--- src/rtl/alu_pkg.sv ---
// Shared encodings for the multi-byte sequencer and the 8-bit ALU it drives.
// Pure definitions; no logic, no latency, no flow control.
// Command codes, alu8 op words, flag bit positions and sequencer states.
package alu_pkg;

    typedef enum logic [2:0] {
        CMD_ADD = 3'b000,
        CMD_ADC = 3'b001,
        CMD_SUB = 3'b010,
        CMD_SBC = 3'b011,
        CMD_AND = 3'b100,
        CMD_OR  = 3'b101,
        CMD_XOR = 3'b110,
        CMD_CMP = 3'b111
    } cmd_e;

    // alu8 op is {k,i,j,c_in}; carry-in is OR'd into bit 0
    localparam logic [3:0] ALU_ADD = 4'b1100;
    localparam logic [3:0] ALU_SUB = 4'b1110;
    localparam logic [3:0] ALU_AND = 4'b0000;
    localparam logic [3:0] ALU_OR  = 4'b0100;
    localparam logic [3:0] ALU_XOR = 4'b0010;

    localparam int FLG_N = 0;
    localparam int FLG_V = 1;
    localparam int FLG_Z = 2;
    localparam int FLG_C = 3;

    typedef enum logic [1:0] {
        ST_IDLE = 2'b00,
        ST_BUSY = 2'b01,
        ST_DONE = 2'b10
    } state_e;

endpackage

--- src/rtl/alu8_wide_seq.sv ---
// Multi-byte ALU sequencer: walks an external alu8 LSB-first, chaining carry, builds word flags.
// Latency: accept at cycle 0, out_valid at cycle NBYTES+1; one transaction in flight.
// Backpressure: in_ready only in IDLE; result/flags held stable until out_ready.
module alu8_wide_seq
    import alu_pkg::*;
#(
    parameter int NBYTES = 2
) (
    input  logic                  clk,
    input  logic                  rst_n,
    input  logic                  in_valid,
    output logic                  in_ready,
    input  logic [2:0]            in_cmd,
    input  logic [8*NBYTES-1:0]   in_a,
    input  logic [8*NBYTES-1:0]   in_b,
    output logic                  out_valid,
    input  logic                  out_ready,
    output logic [8*NBYTES-1:0]   out_res,
    output logic [3:0]            out_flg,
    output logic [7:0]            alu_a,
    output logic [7:0]            alu_b,
    output logic [3:0]            alu_op,
    input  logic [7:0]            alu_res,
    input  logic [3:0]            alu_flg
);

    localparam int W     = 8 * NBYTES;
    localparam int IDX_W = (NBYTES > 1) ? $clog2(NBYTES) : 1;
    localparam logic [IDX_W-1:0] LAST_IDX = IDX_W'(NBYTES - 1);

    state_e           state_q, state_d;
    cmd_e             cmd_q;
    logic [W-1:0]     a_q, b_q, res_q;
    logic [IDX_W-1:0] idx_q;
    logic             chain_c_q;
    logic             stored_c_q;

    logic             is_logic, is_sub, last_pass;
    logic [W-1:0]     res_word;
    logic [3:0]       flg_word;
    logic             c_in;
    logic [3:0]       op_base;

    // alu8's own z/v/n are per-byte and not usable for word flags
    logic unused_alu_flg;
    assign unused_alu_flg = ^alu_flg[2:0];

    assign in_ready  = (state_q == ST_IDLE);
    assign out_valid = (state_q == ST_DONE);

    assign is_logic  = (cmd_q == CMD_AND) || (cmd_q == CMD_OR) || (cmd_q == CMD_XOR);
    assign is_sub    = (cmd_q == CMD_SUB) || (cmd_q == CMD_SBC) || (cmd_q == CMD_CMP);
    assign last_pass = (idx_q == LAST_IDX);

    // Full word as it will look once this pass's byte is captured
    always_comb begin
        res_word = res_q;
        res_word[idx_q*8 +: 8] = alu_res;
    end

    always_comb begin
        flg_word        = '0;
        flg_word[FLG_C] = is_logic ? 1'b0 : alu_flg[FLG_C];
        flg_word[FLG_Z] = (res_word == '0);
        flg_word[FLG_N] = res_word[W-1];
        if (!is_logic) begin
            if (is_sub)
                flg_word[FLG_V] = (a_q[W-1] != b_q[W-1]) && (res_word[W-1] != a_q[W-1]);
            else
                flg_word[FLG_V] = (a_q[W-1] == b_q[W-1]) && (res_word[W-1] != a_q[W-1]);
        end
    end

    always_comb begin
        op_base = ALU_ADD;
        unique case (cmd_q)
            CMD_ADD, CMD_ADC:          op_base = ALU_ADD;
            CMD_SUB, CMD_SBC, CMD_CMP: op_base = ALU_SUB;
            CMD_AND:                   op_base = ALU_AND;
            CMD_OR:                    op_base = ALU_OR;
            CMD_XOR:                   op_base = ALU_XOR;
            default:                   op_base = ALU_ADD;
        endcase
    end

    // Pass 0 seeds the carry from the command; later passes take the chain
    always_comb begin
        c_in = 1'b0;
        if (is_logic)
            c_in = 1'b0;
        else if (idx_q != '0)
            c_in = chain_c_q;
        else if (cmd_q == CMD_ADC || cmd_q == CMD_SBC)
            c_in = stored_c_q;
        else
            c_in = is_sub;
    end

    always_comb begin
        alu_a  = '0;
        alu_b  = '0;
        alu_op = '0;
        if (state_q == ST_BUSY) begin
            alu_a  = a_q[idx_q*8 +: 8];
            alu_b  = b_q[idx_q*8 +: 8];
            alu_op = op_base | {3'b000, c_in};
        end
    end

    always_comb begin
        state_d = state_q;
        unique case (state_q)
            ST_IDLE: if (in_valid)  state_d = ST_BUSY;
            ST_BUSY: if (last_pass) state_d = ST_DONE;
            ST_DONE: if (out_ready) state_d = ST_IDLE;
            default:                state_d = ST_IDLE;
        endcase
    end

    always_ff @(posedge clk or negedge rst_n) begin
        if (!rst_n) begin
            state_q    <= ST_IDLE;
            cmd_q      <= CMD_ADD;
            a_q        <= '0;
            b_q        <= '0;
            res_q      <= '0;
            idx_q      <= '0;
            chain_c_q  <= 1'b0;
            stored_c_q <= 1'b0;
            out_res    <= '0;
            out_flg    <= '0;
        end else begin
            state_q <= state_d;
            if (state_q == ST_IDLE && in_valid) begin
                cmd_q <= cmd_e'(in_cmd);
                a_q   <= in_a;
                b_q   <= in_b;
                idx_q <= '0;
            end
            if (state_q == ST_BUSY) begin
                res_q     <= res_word;
                chain_c_q <= alu_flg[FLG_C];
                if (last_pass) begin
                    out_res <= (cmd_q == CMD_CMP) ? a_q : res_word;
                    out_flg <= flg_word;
                    if (!is_logic)
                        stored_c_q <= flg_word[FLG_C];
                end else begin
                    idx_q <= idx_q + 1'b1;
                end
            end
        end
    end

endmodule

--- config.mk ---
export PLATFORM = sky130hd
export DESIGN_NAME = alu8_wide_seq
export DESIGN_NICKNAME = d
export VERILOG_FILES = /design/src/rtl/alu_pkg.sv /design/src/rtl/alu8_wide_seq.sv
export SDC_FILE = /design/constraint.sdc
export NUM_CORES = 1
export LEC_CHECK = 0
export CORE_ASPECT_RATIO = 0.9
export CORE_MARGIN = 3
export CORE_UTILIZATION = 47
export DETAILED_ROUTE_END_ITERATION = 10
export PLACE_DENSITY = 0.8
export SYNTH_ARGS = -nofsm -noshare
export SYNTH_HDL_FRONTEND = slang
export SYNTH_SLANG_ARGS = --single-unit
--- constraint.sdc ---
create_clock -name clk -period 1.7 [get_ports clk]
set_input_delay 0.34 -clock clk [delete_from_list [all_inputs] [get_ports clk]]
set_output_delay 0.34 -clock clk [all_outputs]
set_load 0.1 [all_outputs]
==> Word level (Yosys, flattened, before mapping) <==
Memory sizes are Yosys's and may differ from the RTL's.
Cells that the tools add are included.
{ "totals": {"register_bits": 76, "romBits": 24, "inputBits": 51, "output_inout_bits": 42, "mem_count": 1} }
{ "op_classes": {"n_addsub": 2, "n_eq_ne": 15, "n_shift": 4, "mux": 18, "bitwise": 2, "reduce_logical": 13} }
{ "memory_table": {"columns": ["name", "depth", "width", "read_ports", "rd_ports_with_merged_regs", "wr", "line_no", "rtl"], "rows": [
  ["(name not given)", 8, 3, 1, 0, 0, "alu8_wide_seq.sv:76", "unique case (cmd_q)"]
]} }
{ "ops": {"columns": ["operator", "n"], "rows": [
  ["4-bit negator with 34-bit output", 1],
  ["8-bit by 34-bit variable shift with 16-bit output (first input constant)", 1],
  ["8-bit by 34-bit indexed part select with 16-bit output", 1],
  ["16-bit by 5-bit indexed part select with 8-bit output", 2],
  ["16-bit bitwise mux", 1],
  ["16-bit logical NOT", 1],
  ["16-bit two-way mux", 1],
  ["8-bit two-way mux", 2],
  ["3-bit equality test (second input constant)", 4],
  ["1-bit two-way mux", 9],
  ["3-bit by 2-bit equality test with 1-bit output (second input constant)", 2],
  ["2-bit two-way mux", 3],
  ["2-bit case mux with 3 select lines", 1],
  ["3-bit AND reduction", 2],
  ["1-bit logical OR", 5],
  ["4-bit two-way mux", 1],
  ["2-bit inequality test (second input constant)", 2],
  ["4-bit by 1-bit bitwise OR with 4-bit output", 1],
  ["3-bit by 1-bit equality test with 1-bit output (second input constant)", 1],
  ["1-bit logical AND", 3],
  ["2-bit by 1-bit equality test with 1-bit output (second input constant)", 1],
  ["2-bit equality test (second input constant)", 1],
  ["2-bit logical NOT", 1],
  ["1-bit inequality test", 2],
  ["other kinds (5)", 5]
]} }

==> Logic depth before layout (Yosys ltp) <==
{ "depth": {"ltp_word": 8, "depth_mapped": 6} }

==> Worst setup path before layout <==
OpenSTA, ideal clock, no wires.
{ "synth_timing": {"path_kind": "flip-flop to output port", "from": "reg idx_q", "to": "out alu_op[0]", "arrival_ns": 2.682, "required_ns": 1.360, "slack_ns": -1.322, "stages_incl_launch_ff": 5, "n_path_buf": 2, "cell_sequence": "dfrtp_1 buf_4 buf_2 a211oi_1 a2111oi_2"} }
{ "synth_via": {"elab_chain_cells": 4} }
{ "synth_lines": {"columns": ["element", "line_no", "rtl"], "rows": [
  ["from (decl)", "alu8_wide_seq.sv:34", "logic [IDX_W-1:0] idx_q;"],
  ["from (signal assigned)", "alu8_wide_seq.sv:149", "idx_q <= idx_q + 1'b1;"],
  ["1-bit two-way mux", "alu8_wide_seq.sv:91", "else if (idx_q != '0)"],
  ["1-bit two-way mux", "alu8_wide_seq.sv:89", "if (is_logic)"],
  ["4-bit by 1-bit bitwise OR with 4-bit output", "alu8_wide_seq.sv:106", "alu_op = op_base | {3'b000, c_in};"],
  ["4-bit two-way mux", "alu8_wide_seq.sv:103", "if (state_q == ST_BUSY) begin"],
  ["to (decl)", "alu8_wide_seq.sv:22", "output logic [3:0] alu_op,"]
]} }
Every way passes these cells.

==> Worst setup path after layout <==
{ "layout_timing": {"from": "reg cmd_q[2]", "to": "out alu_op[0]"} }
{ "layout_via": {"elab_chain_cells": 8, "elab_cells_between_ends": 17, "cone_classes": "7 x eq/ne; 4 x mux; 1 x bitwise; 5 x reduce/logical"} }
{ "layout_lines": {"columns": ["element", "line_no", "rtl"], "rows": [
  ["from (decl)", "alu8_wide_seq.sv:32", "cmd_e cmd_q;"],
  ["from (signal assigned)", "alu8_wide_seq.sv:135", "cmd_q <= cmd_e'(in_cmd);"],
  ["3-bit by 2-bit equality test with 1-bit output, on equally long branches", "alu8_wide_seq.sv:52, alu8_wide_seq.sv:93", null],
  ["1-bit logical OR (2 in a row)", "alu8_wide_seq.sv:52", "assign is_sub = (cmd_q == CMD_SUB) || (cmd_q == CMD_SBC) || (cmd_q == CMD_CMP);"],
  ["1-bit two-way mux", "alu8_wide_seq.sv:93", "else if (cmd_q == CMD_ADC || cmd_q == CMD_SBC)"],
  ["1-bit two-way mux", "alu8_wide_seq.sv:91", null],
  ["1-bit two-way mux *", "alu8_wide_seq.sv:89", null],
  ["4-bit by 1-bit bitwise OR with 4-bit output *", "alu8_wide_seq.sv:106", null],
  ["4-bit two-way mux *", "alu8_wide_seq.sv:103", null]
]} }
Mark *: on every way between the ends. The rest lies on a longest branch, timed or not.

==> impl_metrics.tcl <==
set metrics [dict create \
    status "complete, but fails checks" \
    violations "setup timing" \
    grt_pass1_wl_um 13200 \
    cts.sinks 69 \
    synthMuxAreaShare_pct 15.0 \
    synthesis.yosys.warnings 0 \
    finClkSkew_ns 0.00930 \
    arrival_ns 1.62 \
    slew_viol_final 0 \
    initialDrtViolationCount 168 \
    synth_seq_cells 69 \
    cts_buffer_depth 2 \
    critPathMaxFanout 3 \
    drcViolationCount 0 \
    final_hold_viol_count 0 \
    final_core_util_pct 83.8 \
    yosys.area_share.xor_xnor_pct 0 \
    cts_tree "done" \
    dr.pass1.iters 5 \
    ios 93 \
    die-area_um2 7740 \
    synth_top_family_by_area "simple AND/OR/NAND/NOR gates" \
    setup_violations 20 \
    finalCritPeriodShare_pct 116 \
    coreArea_um2 6320 \
    worstSetupPathType "reg -> out" \
    dieWidth_um 92.4 \
    syn_nets 378 \
    ys_seq_area_share_pct 54.7 \
    max_freq_ghz 0.509 \
    clk_latency_ns 0.34 \
    area_growth_pct 67.6 \
    cts_max_level 3 \
    synth_edf_count 0 \
    tightest_slew_ns 0.357 \
    first_global_vias 2754 \
    antenna_cells 0 \
    synthArstFlopShare_pct 100 \
    grt_overflow 0 \
    syn-cell-area_um2 3160 \
    rows 27 \
    min_path_type "in -> async" \
    numPortBuffers 89 \
    max_cap_viol_count 0 \
    syn_avg_cell_area_um2 9.66 \
    root_buffer "clkbuf_8" \
    drive_above_1_share_pct 30.2 \
    cts_made_buffers 9 \
    synth.distinct_cells 34 \
    critical_path_required_ns 1.36 \
    ys.flop_type "dfrtp_1" \
    worst_slack_ns -0.264 \
    rsz0062_at_grt "yes" \
    drt-total-wl_um 9140 \
    final_cell_mix "nand2_1 (124), dfrtp_1 (67), buf_12 (47)" \
    synth_fa_ha_area_share_pct 0 \
    max-slew-margin-rel_pct 76.2 \
    layout_commonest_cell "nand2_1" \
    cts_hold_buf 0 \
    min_period_ns 1.96 \
    nets 480 \
    cp-start-kind "register" \
    synth_cells 327 \
    yosys.area_share.simple_pct 20.5 \
    ant_nets 0 \
    synth_compound_area_share_pct 5.66 \
    die_y_um 83.8 \
    gp_congestion 0.886 \
    start_util_pct 50.0 \
    worstSetupEndpointType "primary output" \
    grtUsageTotal_pct 21.8 \
    antenna_found_initial 0 \
    place_hpwl_um 5740 \
    tns_ns -3.01 \
    vias_per_cell 5.31 \
    wire_per_inst_um 17.6 \
    num_vias 2766 \
    fillerInstances 314 \
    clkTransAtPathRegs_ns 0.08 \
    grt_start_max_net_pins 70 \
]
-- cell usage after synthesis (all sizes together) (2+ instances only) --
library cell,count,area [um^2]
nand2b,2,12.5
inv,3,11.3
nor3,2,10.0
buf,16,106
dfrtp,69,1730
nor4,4,25.0
nor2,23,96.4
mux2,13,154
o21ai,21,105
clkbuf,4,15.0
mux2i,32,320
nand2,124,465
-- sequential cells by signal, indices dropped and copies added (netlist names) --
register / flops
chain_c_q: 1
out_flg: 4
res_q: 9
cmd_q: 3
b_q: 16
stored_c_q: 1
idx_q: 1
out_res: 16
state_q: 2
a_q: 16
-- metal layers --
layer / global-route usage, % / vias to the layer above / share of wire, %
met4: 8.23 / 0 / 1.8
met5: 0 / - / 0
met1: 28.1 / 1350 / 40
li1: - / 1278 / -
met2: 35.1 / 124 / 50
met3: 5.86 / 14 / 7.5
-- per-stage QoR --
stage | setup slack, ns | instances | hold slack [ns] | cell area, um^2
after floorplan | -0.540 | 327 | 0.0444 | 3370
after global placement | 0.0777 | 498 | 0.383 | 4790
after detailed placement | 0.0418 | 498 | 0.388 | 4790
after CTS | -0.287 | 514 | 0.0219 | 5120
after global routing | -0.338 | 521 | 0.0305 | 5300
final | -0.264 | 521 | 0.00997 | 5300
-- critical path: stages, from the launching register on --
cell and delay (ns):
dfrtp_2 0.45, mux2_4 0.22, a211oi_4 0.06, a2111oi_4 0.32, buf_12 0.22
-- cell type report --
| type | instances | area [um^2] | share of cell area, % |
|---|---|---|---|
| Clock inverter | 4 | 95.1 | 1.80 |
| Tap cell | 87 | 109 | 2.06 |
| Timing Repair Buffer | 111 | 1600 | 30.1 |
| Inverter | 3 | 11.3 | 0.213 |
| Sequential cell | 69 | 1730 | 32.6 |
| Multi-Input combinational cell | 235 | 1610 | 30.4 |
| Clock buffer | 12 | 145 | 2.74 |
-- path summary, 6_finish.rpt --
| check | start | end | slack (ns) | cells after the start |
|---|---|---|---|---|
| min in group clk | b_q[14] | b_q[14] | 0.50 | 2 |
| worst max register to register | idx_q | res_q[4] | 0.14 | 4 |
| worst min-delay path | rst_n | out_res[3] | 0.01 | 2 |
| worst max-delay path | cmd_q[2] | alu_op[0] | -0.26 | 4 |
| max in group asynchronous | rst_n | idx_q | 1.39 | 2 |
| worst min register to register | b_q[14] | b_q[14] | 0.50 | 2 |
-- repair_timing --
item | 4_1_cts | 5_1_grt
setup endpoints to repair | 20 | 20
resized for setup | 21 | 18
pin swaps | 1 | 18
buffers inserted | 0 | 5
cloned | 0 | 2
-- logic make-up (layout without fill, tap and decap cells) --
kind of cell / after synthesis / count (layout)
compound gates: 29 / 29
buf+inv: 23 / 130
flops: 69 / 69
mux: 45 / 45
simple gates: 161 / 161
Power is left out: the tool's default activity adds up to more than one toggle a clock period on the data nets, which glitch-free logic cannot reach.
